--- src/rtl/cellrv32_package.sv ---
// Shared definitions for the vector store sequencer.
package cellrv32_package;

    // Store sequencer control states.
    typedef enum logic [1:0] {
        IDLE  = 2'd0,
        FETCH = 2'd1,
        SEND  = 2'd2,
        DONE  = 2'd3
    } vstore_state_e;

endpackage

--- src/rtl/vstore_sequencer.sv ---
// Vector store sequencer: reads one vector register (plus the v0 mask) in a
// single FETCH cycle, then streams the active elements to memory as strided
// write beats, one element per cycle at most.
//
// Handshakes: a transfer happens on a rising clk_i edge where valid and ready
// are both high. A beat presented with mem_valid_o=1 keeps its valid, address
// and data unchanged until mem_ready_i accepts it; requests are only taken
// while req_ready_o=1 (IDLE).
module vstore_sequencer
    import cellrv32_package::*;
#(
    parameter int VREGS      = 32,
    parameter int ELEMENTS   = 4,
    parameter int DATA_WIDTH = 32,
    parameter int ADDR_WIDTH = 32
) (
    input  logic                           clk_i,
    input  logic                           reset,
    input  logic                           req_valid_i,
    output logic                           req_ready_o,
    input  logic [$clog2(VREGS)-1:0]       req_vs_i,
    input  logic [ADDR_WIDTH-1:0]          req_base_i,
    input  logic [ADDR_WIDTH-1:0]          req_stride_i,
    input  logic [$clog2(ELEMENTS):0]      req_vl_i,
    input  logic                           req_masked_i,
    output logic [$clog2(VREGS)-1:0]       vrf_rd_addr_o,
    input  logic [ELEMENTS*DATA_WIDTH-1:0] vrf_data_i,
    output logic [$clog2(VREGS)-1:0]       vrf_mask_src_o,
    input  logic [ELEMENTS-1:0]            vrf_mask_i,
    output logic                           mem_valid_o,
    input  logic                           mem_ready_i,
    output logic [ADDR_WIDTH-1:0]          mem_addr_o,
    output logic [DATA_WIDTH-1:0]          mem_data_o,
    output logic                           busy_o,
    output logic                           done_o
);

    localparam int VS_W  = $clog2(VREGS);
    localparam int VL_W  = $clog2(ELEMENTS) + 1;
    localparam int IDX_W = (ELEMENTS > 1) ? $clog2(ELEMENTS) : 1;

    vstore_state_e               state_q;
    logic [VS_W-1:0]             vs_q;
    logic [ADDR_WIDTH-1:0]       base_q;
    logic [ADDR_WIDTH-1:0]       stride_q;
    logic [VL_W-1:0]             vl_q;
    logic                        masked_q;
    logic [ELEMENTS*DATA_WIDTH-1:0] data_q;
    logic [ELEMENTS-1:0]         mask_q;
    logic [IDX_W-1:0]            idx_q;
    logic [ADDR_WIDTH-1:0]       acc_q;

    logic [VL_W-1:0]             idx_ext;
    logic [VL_W-1:0]             vl_clamped;
    logic                        cur_active;
    logic                        cur_last;
    logic                        fetch_any;

    // Element-activity decode for the element currently addressed in SEND.
    always_comb begin
        idx_ext    = VL_W'(idx_q);
        cur_active = (state_q == SEND) && (idx_ext < vl_q) && (!masked_q || mask_q[idx_q]);
        cur_last   = (idx_ext == (vl_q - VL_W'(1)));
        vl_clamped = (req_vl_i > VL_W'(ELEMENTS)) ? VL_W'(ELEMENTS) : req_vl_i;
    end

    // Looks at the mask being captured this FETCH cycle to decide whether any
    // element will produce a beat; if none does, SEND is skipped entirely.
    always_comb begin
        fetch_any = 1'b0;
        for (int k = 0; k < ELEMENTS; k++) begin
            if ((VL_W'(k) < vl_q) && (!masked_q || vrf_mask_i[k])) begin
                fetch_any = 1'b1;
            end
        end
    end

    // Control FSM plus request latches, VRF snapshot and address walker.
    always_ff @(posedge clk_i) begin
        if (reset) begin
            state_q  <= IDLE;
            vs_q     <= '0;
            base_q   <= '0;
            stride_q <= '0;
            vl_q     <= '0;
            masked_q <= 1'b0;
            data_q   <= '0;
            mask_q   <= '0;
            idx_q    <= '0;
            acc_q    <= '0;
        end else begin
            case (state_q)
                IDLE: begin
                    if (req_valid_i) begin
                        vs_q     <= req_vs_i;
                        base_q   <= req_base_i;
                        stride_q <= req_stride_i;
                        vl_q     <= vl_clamped;
                        masked_q <= req_masked_i;
                        state_q  <= FETCH;
                    end
                end
                FETCH: begin
                    // Snapshot isolates the beats from later VRF writes.
                    data_q  <= vrf_data_i;
                    mask_q  <= vrf_mask_i;
                    idx_q   <= '0;
                    acc_q   <= base_q;
                    state_q <= fetch_any ? SEND : DONE;
                end
                SEND: begin
                    // Inactive elements are skipped in one cycle with no beat.
                    if (!cur_active || mem_ready_i) begin
                        idx_q <= idx_q + IDX_W'(1);
                        acc_q <= acc_q + stride_q;
                        if (cur_last) begin
                            state_q <= DONE;
                        end
                    end
                end
                DONE: begin
                    state_q <= IDLE;
                end
                default: begin
                    state_q <= IDLE;
                end
            endcase
        end
    end

    // Outputs decode directly from registered state only.
    always_comb begin
        req_ready_o    = (state_q == IDLE);
        busy_o         = (state_q != IDLE);
        done_o         = (state_q == DONE);
        mem_valid_o    = cur_active;
        mem_addr_o     = acc_q;
        mem_data_o     = data_q[idx_q*DATA_WIDTH +: DATA_WIDTH];
        vrf_rd_addr_o  = vs_q;
        vrf_mask_src_o = '0;
    end

endmodule

--- config.mk ---
export PLATFORM = sky130hd
export DESIGN_NAME = vstore_sequencer
export DESIGN_NICKNAME = d
export VERILOG_FILES = /design/src/rtl/cellrv32_package.sv /design/src/rtl/vstore_sequencer.sv
export SDC_FILE = /design/constraint.sdc
export NUM_CORES = 1
export LEC_CHECK = 0
export ABC_CLOCK_PERIOD_IN_PS = 2600
export CORE_MARGIN = 8
export CORE_UTILIZATION = 25
export CTS_CLUSTER_DIAMETER = 30
export CTS_CLUSTER_SIZE = 16
export DETAILED_ROUTE_END_ITERATION = 6
export GPL_ROUTABILITY_DRIVEN = 0
export GPL_TIMING_DRIVEN = 0
export SYNTH_ARGS = -nofsm -noshare
export SYNTH_HDL_FRONTEND = slang
export SYNTH_SLANG_ARGS = --single-unit
--- constraint.sdc ---
create_clock -name clk_i -period 2.6 [get_ports clk_i]
set_input_delay 0.65 -clock clk_i [delete_from_list [all_inputs] [get_ports clk_i]]
set_output_delay 0.65 -clock clk_i [all_outputs]
set_load 0.03 [all_outputs]
-- After elaboration in Yosys (flattened, before gate mapping)
Index checks and enable logic that the tools add are counted.
- logic and storage cells: 64
- output and inout bits: 78
- bits in registers: 241
- input port bits: 209
- reductions and logical operators: 20
- magnitude comparators: 7
- add/sub/neg operators: 3
- eq/ne operators: 7
- mux-type cells: 16
- shifts and indexed selects: 1
- operator list (kind ; count):
    variable part select 128 x 8 -> 32 bit ; 1
    case mux 32 bit (2 select lines) ; 1
    adder 32 bit ; 1
    two-way mux 32 bit ; 1
    two-way mux 2 bit ; 4
    case mux 2 bit (4 select lines) ; 1
    logical AND 1 bit ; 6
    logical OR 1 bit ; 6
    < comparator 1 x 3 -> 1 bit, first input constant ; 2
    < comparator 2 x 3 -> 1 bit, first input constant ; 2
    two-way mux 1 bit ; 6
    equality test 2 bit, second input constant ; 2
    != test 2 bit, second input constant ; 2
    case mux 2 bit (2 select lines) ; 1
    AND reduction 2 bit ; 2
    nonzero test 2 bit ; 2
    equality test 2 x 3 -> 1 bit ; 1
    > comparator 3 bit, second input constant ; 1
    < comparator 2 x 3 -> 1 bit ; 1
    < comparator 2 x 3 -> 1 bit, second input constant ; 1
    two-way mux 3 bit ; 1
    AND reduction 3 bit ; 1
    subtractor 3 x 1 -> 3 bit, second input constant ; 1
    adder 2 x 1 -> 2 bit, second input constant ; 1
    5 further kinds ; 6

-- Logic depth before layout (Yosys ltp)
Gate-level depths: netlist (run 1).
- depth after elaboration: 9
- mapped depth: 12
- gate-level depth less buffers: 10

-- Worst setup path after synthesis (run 1)
OpenSTA, ideal clock, no wires.
- kind: register to register
- start point: register acc_q[0], in the netlist mem_addr_o[0]
- end point: register acc_q[20], in the netlist mem_addr_o[20]
- slack: -141 ps
- library setup time: 115 ps
- required time: 2485 ps
- cell stages (with the launch flop): 11
- buffers on the path: 0
- arrival time: 2626 ps
- period minus slack after synthesis: 2741 ps
- cell sequence: dfxtp_1 -> ha_1 -> fa_1 -> a21oi_1 -> o211ai_1 -> o211ai_1 -> o22ai_1 -> a211o_1 -> a31o_2 -> xnor2_1 -> a2111oi_0
- longest elaborated chain between the ends: 3
- ends and longest elaborated chain (element ; RTL line ; RTL):
    start: declaration ; vstore_sequencer.sv:51 ; logic [ADDR_WIDTH-1:0] acc_q;
    start signal: assignment ; vstore_sequencer.sv:108 ; acc_q <= base_q;
    start signal: assignment ; vstore_sequencer.sv:115 ; acc_q <= acc_q + stride_q;
    adder 32 bit ; vstore_sequencer.sv:115 ;
    two-way mux 32 bit ; vstore_sequencer.sv:113 ; if (!cur_active || mem_ready_i) begin
    case mux 32 bit (2 select lines) ; vstore_sequencer.sv:92 ; case (state_q)
No other way between the ends. The select of a mux whose other input is x is not followed.
A chain may end at the register's enable or synchronous reset.

-- Final worst setup path (run 1)
Ends and elaborated chain as after synthesis.

==> impl_metrics.tcl, run 1 <==
set metrics [dict create \
    io_buffers 281 \
    drtPass1Iterations 5 \
    fin_crit_ns 2.67 \
    cp.buffers_inverters 0 \
    clk-insertion-delay-late_ns 0.60 \
    worstHoldStart "base_q[24]" \
    use_met1_pct 19.7 \
    worst_slew_margin_rel_pct 32.3 \
    grt_pass1_vias 11175 \
    stdcell_area_um2 17700 \
    slowest_stage "fa_2" \
    grt_max_degree 16 \
    status "complete, but fails checks" \
    nets 1854 \
    start_util_pct 25.2 \
    drc 0 \
    synth_seq_cells 241 \
    met3_usage_pct 4.20 \
    die_x_um 229 \
    placed_area_um2 15000 \
    syn_avg_cell_area_um2 9.14 \
    dieArea_um2 52600 \
    synth_cell_type_count 65 \
    hold_viol_final 0 \
    r2r-end "mem_addr_o[20]" \
    skew_ns 0.0224 \
    ant_nets 0 \
    startpoint_type "register" \
    antenna_found_initial 7 \
    cts_buffer_depth 3 \
    ioPinCount 287 \
    clkSinkCount 241 \
    r2r_start "mem_addr_o[0]" \
    drive_gt1_share_pct 17.0 \
    fin_crit_sh_pct 103 \
    r2r_cells 10 \
    drv_cap 0 \
    synth_edf_count 0 \
    worstMarginPinSlew_ns 1.01 \
    via_per_inst 4.66 \
    synthFlopType "dfxtp_1" \
    cellPowerDensity_nw_per_um2 1130 \
    synth_warnings 0 \
    n_fill_cell 4459 \
    setup_tns_ns -0.184 \
    ir_drop_mv 0.496 \
    async_flop_share_pct 0 \
    final_common_cell "clkdlybuf4s50_1" \
    hold_ws_ns 0.452 \
    final_max_slew_viol_count 0 \
    cts_tree "done" \
    synthCells 1245 \
    fin_ws_ns -0.0712 \
    wl_per_cell_um 19.5 \
    cpPeakStageDelay_ns 0.40 \
    hold_end "base_q[24]" \
    cts_buffers 57 \
    cts_max_level 2 \
    rows 78 \
    rsz0062_at_grt "yes" \
    fin_cells 2255 \
    setup_viol 5 \
    crit_type "reg -> reg" \
    crit_family "compound AO/OA/AOI/OAI gates" \
    cts_hold_buf 0 \
    arrival_ns 3.15 \
    via_count 10507 \
    layout_common_cells "clkdlybuf4s50_1, dfxtp_1, nor2_1" \
    placed_cells 2130 \
    grt_overflow 0 \
    failed_checks "setup timing" \
    worstHoldPathType "reg -> reg" \
    post-route-util_pct 39.2 \
    worstHoldPathCells 2 \
    cp.required_ns 3.07 \
    routed_wirelength_um 44000 \
    total_power_mw 19.9 \
    drt_iter0_drc 525 \
    r2r_slack_ns -0.07 \
    syn_area_um2 11400 \
    crit_top_cell "o211ai_1" \
    clkTransAtPathRegs_ns 0.05 \
    power_leakage_nw 6.78 \
    place_ws_ns -1.31 \
    grt_use_met2_pct 26.9 \
    seq_area_frac_synth_pct 42.4 \
    clockRootBuffer "clkbuf_16" \
    coreArea_um2 45200 \
    grt_usage_pct 16.2 \
    endpoint_kind "register" \
    area_delta_synth_final_pct 55.6 \
    fmax_mhz 374 \
    grt_busiest_layer "met2" \
    hpwl_um 32700 \
    path_cells "ha_4 > fa_2 > a21oi_2 > o211ai_1 > o211ai_1 > o22ai_2 > a211o_1 > a31o_2 > xnor2_1 > a2111oi_1" \
    die_height_um 229 \
    grt_pass1_wl_um 66600 \
    cp_max_fo 4 \
]
## cell usage after synthesis, types with 10 or more instances
cell | instances | share of area, %
mux2i_1 | 146 | 13
nand2_1 | 178 | 5.9
clkbuf_1 | 63 | 2.1
a21oi_1 | 114 | 5.0
dfxtp_1 | 241 | 42
mux4_2 | 33 | 6.5
nand3_1 | 10 | 0.44
buf_1 | 13 | 0.43
xnor2_1 | 18 | 1.4
nor2_1 | 184 | 6.1
a21o_1 | 14 | 0.92
ha_1 | 39 | 4.3
a211oi_1 | 20 | 1.3
nor3_1 | 11 | 0.48
inv_1 | 16 | 0.53
o21ai_0 | 17 | 0.75
## state kept, by name, indices dropped and copies added, names as in the netlist
register and cells:
data_q 128, base_q 32, mem_addr_o 32, stride_q 32, vrf_rd_addr_o 5, mask_q 4, vl_q 3, idx_q 2
state_q 2, masked_q 1
## power breakdown
group	switching [mW]	internal [mW]
registers	0.609	4.57
clock network	2.27	5.14
logic	4.17	3.16
total	7.04	12.9
## routing by layer
metal	up-vias	part of all wire (%)
li1	5114	-
met1	4989	43
met2	316	47
met3	86	6.1
met4	2	3.3
met5	-	0.030
## cell families after synthesis
kind of cell / after synthesis / share of synthesized area (%)
buf+inv: 103 / 3.68
other cells: 1 / 0.0330
flops: 241 / 42.4
fa+ha+maj: 40 / 4.46
mux: 180 / 19.5
simple gates: 424 / 15.3
compound gates: 231 / 12.8
xor+xnor: 25 / 1.92
## area by class of cell
type | count | area [µm²] | area share, %
Multi-Input combinational cell | 905 | 6470 | 36.5
Sequential cell | 241 | 4850 | 27.4
Timing Repair Buffer | 302 | 3050 | 17.2
Clock buffer | 72 | 1570 | 8.89
Tap cell | 600 | 751 | 4.24
Buffer | 82 | 497 | 2.81
Clock inverter | 31 | 445 | 2.52
Inverter | 16 | 60.1 | 0.339
Antenna cell | 6 | 15.0 | 0.0848
## tightest hold or removal path, stage by stage, from the launching register on
cell and delay [ns]:
dfxtp_1 0.30, nand2_1 0.05, a21oi_1 0.05
## worst max path at each step
stage	startpoint	end	slack [ns]	depth (start not counted)
after floorplan	mem_addr_o[9]	mem_addr_o[20]	0.002	9
after global placement	state_q[0]	mem_valid_o	-1.31	7
after detailed placement	state_q[0]	mem_valid_o	-1.31	7
after CTS	idx_q[0]	mem_data_o[11]	-0.12	5
after global routing	mem_addr_o[0]	mem_addr_o[20]	-0.15	10
final	mem_addr_o[0]	mem_addr_o[20]	-0.07	10
## what timing repair did
item | in CTS | in global routing
setup endpoints to repair | 131 | 102
cloned | 3 | 0
pin swaps | 16 | 24
resized for setup | 314 | 68
buffers inserted | 12 | 9
Power figures use the tool's default switching activity.
==> inputs of run 2 (changes only) <==
Settings changed: CORE_UTILIZATION 25 to 35, HOLD_SLACK_MARGIN set to 0.05.
==> run 2 against run 1 <==
Against the previous run:
- the run still ends with setup timing left
- count of clock-buffer cells in the layout increased by 5
- total power up 0.24%
- worst setup slack worse by 0.095 ns
- sequential share of layout area about the same
- critical path type unchanged
- largest cell class unchanged
==> impl_metrics.tcl, run 2 (synthesized netlist as in run 1, its figures left out) <==
set metrics [dict create \
    status "complete, but fails checks" \
    failed_checks "setup timing" \
    r2r_cells 12 \
    crit_type "reg -> reg" \
    antenna_found_initial 3 \
    area_delta_synth_final_pct 55.7 \
    cts_max_level 2 \
    grt_pass1_wl_um 63100 \
    drive_gt1_share_pct 18.1 \
    routed_wirelength_um 41500 \
    worstHoldPathType "reg -> reg" \
    clkSinkCount 241 \
    stdcell_area_um2 17700 \
    start_util_pct 35.2 \
    drtPass1Iterations 5 \
    drt_iter0_drc 497 \
    power_leakage_nw 6.87 \
    ir_drop_mv 0.605 \
    cp.required_ns 3.06 \
    grt_overflow 0 \
    drv_cap 0 \
    rows 66 \
    nets 1869 \
    grt_usage_pct 20.8 \
    r2r_slack_ns -0.17 \
    hpwl_um 30700 \
    coreArea_um2 32300 \
    clkTransAtPathRegs_ns 0.04 \
    worst_slew_margin_rel_pct 33.7 \
    rsz0062_at_grt "yes" \
    die_x_um 196 \
    comb_power_share_pct 37.0 \
    cts_buffer_depth 3 \
    grt_pass1_vias 10887 \
    layout_common_cells "clkdlybuf4s50_1, dfxtp_1, nor2_1" \
    die_height_um 196 \
    worstHoldPathCells 2 \
    ant_nets 0 \
    pwr-share-clk_pct 37.0 \
    fin_crit_sh_pct 106 \
    ioPinCount 287 \
    swShare_pct 35.2 \
    arrival_ns 3.22 \
    hold_ws_ns 0.453 \
    n_fill_cell 2914 \
    placed_area_um2 14800 \
    largest_reg_flops 128 \
    worstHoldStart "base_q[24]" \
    r2r-end "mem_addr_o[24]" \
    total_power_mw 20.0 \
    startpoint_type "register" \
    cp_max_fo 4 \
    pwr-share-seq_pct 26.0 \
    final_common_cell "clkdlybuf4s50_1" \
    worstMarginPinSlew_ns 0.994 \
    endpoint_kind "register" \
    hold_end "base_q[24]" \
    dieArea_um2 38500 \
    cts_tree "done" \
    r2r_start "mem_addr_o[0]" \
    fin_crit_ns 2.77 \
    wl_per_cell_um 19.6 \
    switchingPower_mw 7.03 \
    skew_ns 0.0477 \
    drc 0 \
    grt_max_degree 19 \
    p_int_mw 12.9 \
    cts_buffers 58 \
    place_ws_ns -1.17 \
    via_per_inst 4.99 \
    fmax_mhz 362 \
    via_count 10537 \
    setup_viol 34 \
    clockRootBuffer "clkbuf_16" \
    top_register "data_q" \
    cellPowerDensity_nw_per_um2 1130 \
    hold_viol_final 0 \
    io_buffers 281 \
    fin_ws_ns -0.166 \
    clk-insertion-delay-late_ns 0.58 \
    final_max_slew_viol_count 0 \
    post-route-util_pct 54.9 \
]
==> run 2: how the worst max path moves through the flow <==
stage,startpoint,end,slack (ns),cells after the start
floorplan,mem_addr_o[9],mem_addr_o[20],0.002,9
global placement,state_q[0],mem_valid_o,-1.17,7
detailed placement,state_q[0],mem_valid_o,-1.17,7
CTS,idx_q[0],mem_data_o[14],-0.13,5
global route,mem_addr_o[0],mem_addr_o[24],-0.24,12
finish,mem_addr_o[0],mem_addr_o[24],-0.17,12
==> run 2: power groups by stage <==
stage          clock (mW)  sequential [mW]  combinational [mW]
2_1_floorplan           0             5.39                4.10
3_3_place_gp            0             5.16                6.68
4_1_cts              7.46             5.15                7.12
3_5_place_dp            0             5.18                6.74
6_report             7.38             5.19                7.39
5_1_grt              7.67             5.28                7.97
==> run 2: stage by stage <==
| step | TNS (ns) | cells |
|---|---|---|
| floorplan | 0 | 1249 |
| global placement | -87.51 | 1972 |
| detailed placement | -96.19 | 1972 |
| CTS | -2.24 | 2101 |
| global route | -3.71 | 2112 |
| finish | -1.60 | 2112 |
==> run 2: critical path: stages (launching register included) <==
cell and delay [ns]:
dfxtp_4 0.35, ha_4 0.13, fa_2 0.20, a21oi_2 0.07
o211ai_1 0.23, o211ai_1 0.25, buf_4 0.21, o31a_1 0.35
buf_4 0.16, a31oi_4 0.18, a21oi_2 0.08, xor2_1 0.16
a221oi_2 0.28
==> run 2: per-layer routing <==
layer | vias to the layer above | track usage (%) | share of wire [%]
met1 | 4994 | 26.6 | 44
li1 | 5141 | - | -
met4 | 0 | 7.66 | 3.1
met3 | 82 | 4.69 | 6.0
met5 | - | 0 | 0
met2 | 320 | 34.1 | 47
==> run 2: final cells by class <==
cell class | instances | area, µm² | area share (%)
diodes | 3 | 7.51 | 0.0424
plain buffers | 82 | 459 | 2.59
clock buffers | 77 | 1600 | 9.04
clock inverters | 30 | 443 | 2.50
inverters | 16 | 60.1 | 0.339
multi-input cells | 905 | 6520 | 36.8
flip-flops and latches | 241 | 4860 | 27.4
well taps | 442 | 553 | 3.12
repair buffers | 316 | 3220 | 18.2
==> run 2: repair_timing <==
action                                  in CTS  in global routing
endpoints found under the setup margin     121                 70
resized for setup                          308                 82
buffers inserted                            23                  9
hold buffers                                 0                  0
pin swaps                                   28                 23
cloned                                       2                  1
==> inputs of run 3 (changes only) <==
Settings changed: PLACE_DENSITY_LB_ADDON set to 0.05, SKIP_LAST_GASP set to 1.
==> run 3 against run 2 <==
Against the previous run:
- the flow still finishes with violations (setup timing)
- cell area shrank 0.94%
- flip-flop and latch count is the same
- clock power up 3%
- count of clock-buffer cells in the layout decreased by 6
- non-clock buffer count shrank 6
- die area stayed put
- fmax grew 3.5%
- final cell count fell by 0.24%
- sequential share of layout area is 0.19 points higher
- critical path type is now reg -> out
==> impl_metrics.tcl, run 3 (synthesized netlist as in run 1, its figures left out) <==
set metrics [dict create \
    crit_type "reg -> out" \
    nets 1864 \
    startpoint_type "register" \
    power_leakage_nw 6.89 \
    cellPowerDensity_nw_per_um2 1140 \
    via_count 10439 \
    skew_ns 0.0679 \
    comb_power_share_pct 36.4 \
    rows 66 \
    failed_checks "setup timing" \
    placed_cells 1972 \
    grt_pass1_vias 10810 \
    slowest_stage "mux4_2" \
    swShare_pct 35.6 \
    grt_pass1_wl_um 63700 \
    hpwl_um 31000 \
    drv_cap 0 \
    drt_iter0_drc 443 \
    arrival_ns 2.02 \
    clkSinkCount 241 \
    coreArea_um2 32300 \
    post-route-util_pct 54.4 \
    final_common_cell "clkdlybuf4s50_1" \
    fin_cells 2107 \
    final_max_slew_viol_count 0 \
    cpPeakStageDelay_ns 0.50 \
    r2r_slack_ns -0.05 \
    worstHoldPathCells 2 \
    drc 0 \
    worstHoldPathType "reg -> reg" \
    met3_usage_pct 5.69 \
    ir_drop_mv 0.662 \
    cts_buffers 59 \
    worstHoldStart "base_q[10]" \
    grt_max_degree 20 \
    worst_slew_margin_rel_pct 31.9 \
    wl_per_cell_um 20.0 \
    clockRootBuffer "clkbuf_16" \
    clkTransAtPathRegs_ns 0.04 \
    r2r-end "mem_addr_o[31]" \
    io_buffers 281 \
    cts_tree "done" \
    cts_buffer_depth 3 \
    fin_crit_ns 2.67 \
    total_power_mw 20.0 \
    fin_crit_sh_pct 103 \
    largest_reg_flops 128 \
    pwr-share-seq_pct 25.7 \
    hold_viol_final 0 \
    cts_max_level 2 \
    r2r_cells 9 \
    ant_nets 0 \
    r2r_start "mem_addr_o[1]" \
    layout_common_cells "clkdlybuf4s50_1, dfxtp_1, nor2_1" \
    antenna_found_initial 5 \
    cp.required_ns 1.95 \
    ioPinCount 287 \
    drive_gt1_share_pct 17.1 \
    grt_use_met2_pct 33.5 \
    use_met1_pct 29.0 \
    clk-insertion-delay-late_ns 0.60 \
    endpoint_kind "output port" \
    fmax_mhz 374 \
    pwr-share-clk_pct 37.9 \
    status "complete, but fails checks" \
    routed_wirelength_um 42100 \
    rsz0062_at_grt "yes" \
    p_int_mw 12.9 \
    switchingPower_mw 7.11 \
    die_x_um 196 \
    setup_viol 25 \
    grt_busiest_layer "met2" \
    cp_max_fo 3 \
    worstMarginPinSlew_ns 1.02 \
    die_height_um 196 \
    cts_hold_buf 0 \
    hold_end "base_q[10]" \
    grt_usage_pct 21.3 \
    fin_ws_ns -0.0726 \
    via_per_inst 4.95 \
    path_cells "mux4_2 > nand2b_1 > o211a_1 > buf_4" \
    drtPass1Iterations 5 \
    top_register "data_q" \
    dieArea_um2 38500 \
    grt_overflow 0 \
    area_delta_synth_final_pct 54.3 \
    start_util_pct 35.2 \
]
[run 3: how the worst max path moves through the flow]
| stage | startpoint | endpoint | slack (ns) | depth (start not counted) |
|---|---|---|---|---|
| 6_report | idx_q[0] | mem_valid_o | -0.07 | 4 |
| 5_1_grt | idx_q[0] | mem_valid_o | -0.18 | 8 |
| 3_5_place_dp | state_q[0] | mem_valid_o | -1.38 | 7 |
| 3_3_place_gp | state_q[0] | mem_valid_o | -1.37 | 7 |
| 4_1_cts | state_q[0] | mem_valid_o | -0.25 | 6 |
| 2_1_floorplan | mem_addr_o[9] | mem_addr_o[20] | 0.002 | 9 |
[run 3: worst max-delay path: cells and delay by family (launching register included)]
kind | cells | cell delay [ns]
simple gates | 1 | 0.20
flops | 1 | 0.36
compound gates | 1 | 0.19
buf+inv | 1 | 0.19
mux | 1 | 0.50
[run 3: metrics by stage]
| stage | hold WS [ns] | setup slack, ns | TNS [ns] | area, µm² |
|---|---|---|---|---|
| 6_report | 0.453 | -0.0726 | -0.805 | 17600 |
| 5_1_grt | 0.475 | -0.182 | -3.47 | 17600 |
| 4_1_cts | 0.453 | -0.253 | -3.25 | 17400 |
| 3_5_place_dp | 0.446 | -1.38 | -118.15 | 14800 |
| 3_3_place_gp | 0.443 | -1.37 | -113.71 | 14800 |
| 2_1_floorplan | 0.432 | 0.00175 | 0 | 11400 |
[run 3: power groups by stage]
| stage | clock [mW] | sequential [mW] | combinational, mW |
|---|---|---|---|
| 6_report | 7.57 | 5.15 | 7.27 |
| 5_1_grt | 7.91 | 5.24 | 7.87 |
| 4_1_cts | 7.67 | 5.15 | 7.21 |
| 3_5_place_dp | 0 | 5.17 | 6.81 |
| 3_3_place_gp | 0 | 5.16 | 6.75 |
| 2_1_floorplan | 0 | 5.39 | 4.10 |
[run 3: layer usage]
metal  share of wire, %  vias up
met5               0.13        -
met4                1.2        8
met3                6.7       46
met2                 45      275
met1                 47     4989
li1                   -     5121
[run 3: layout make-up]
type	count	area [µm²]
Buffer	83	453
Sequential cell	241	4840
Fill cell	3043	14700
Inverter	16	60.1
Timing Repair Buffer	309	3130
Multi-Input combinational cell	905	6410
Clock buffer	71	1600
Tap cell	442	553
Antenna cell	1	2.50
Clock inverter	39	508
[run 3: repair_timing]
item                                    4_1_cts  5_1_grt
buffers inserted                             18        9
pin swaps                                    18       20
endpoints found under the setup margin      130      119
gates cloned                                  3        0
resized for setup                           312       49
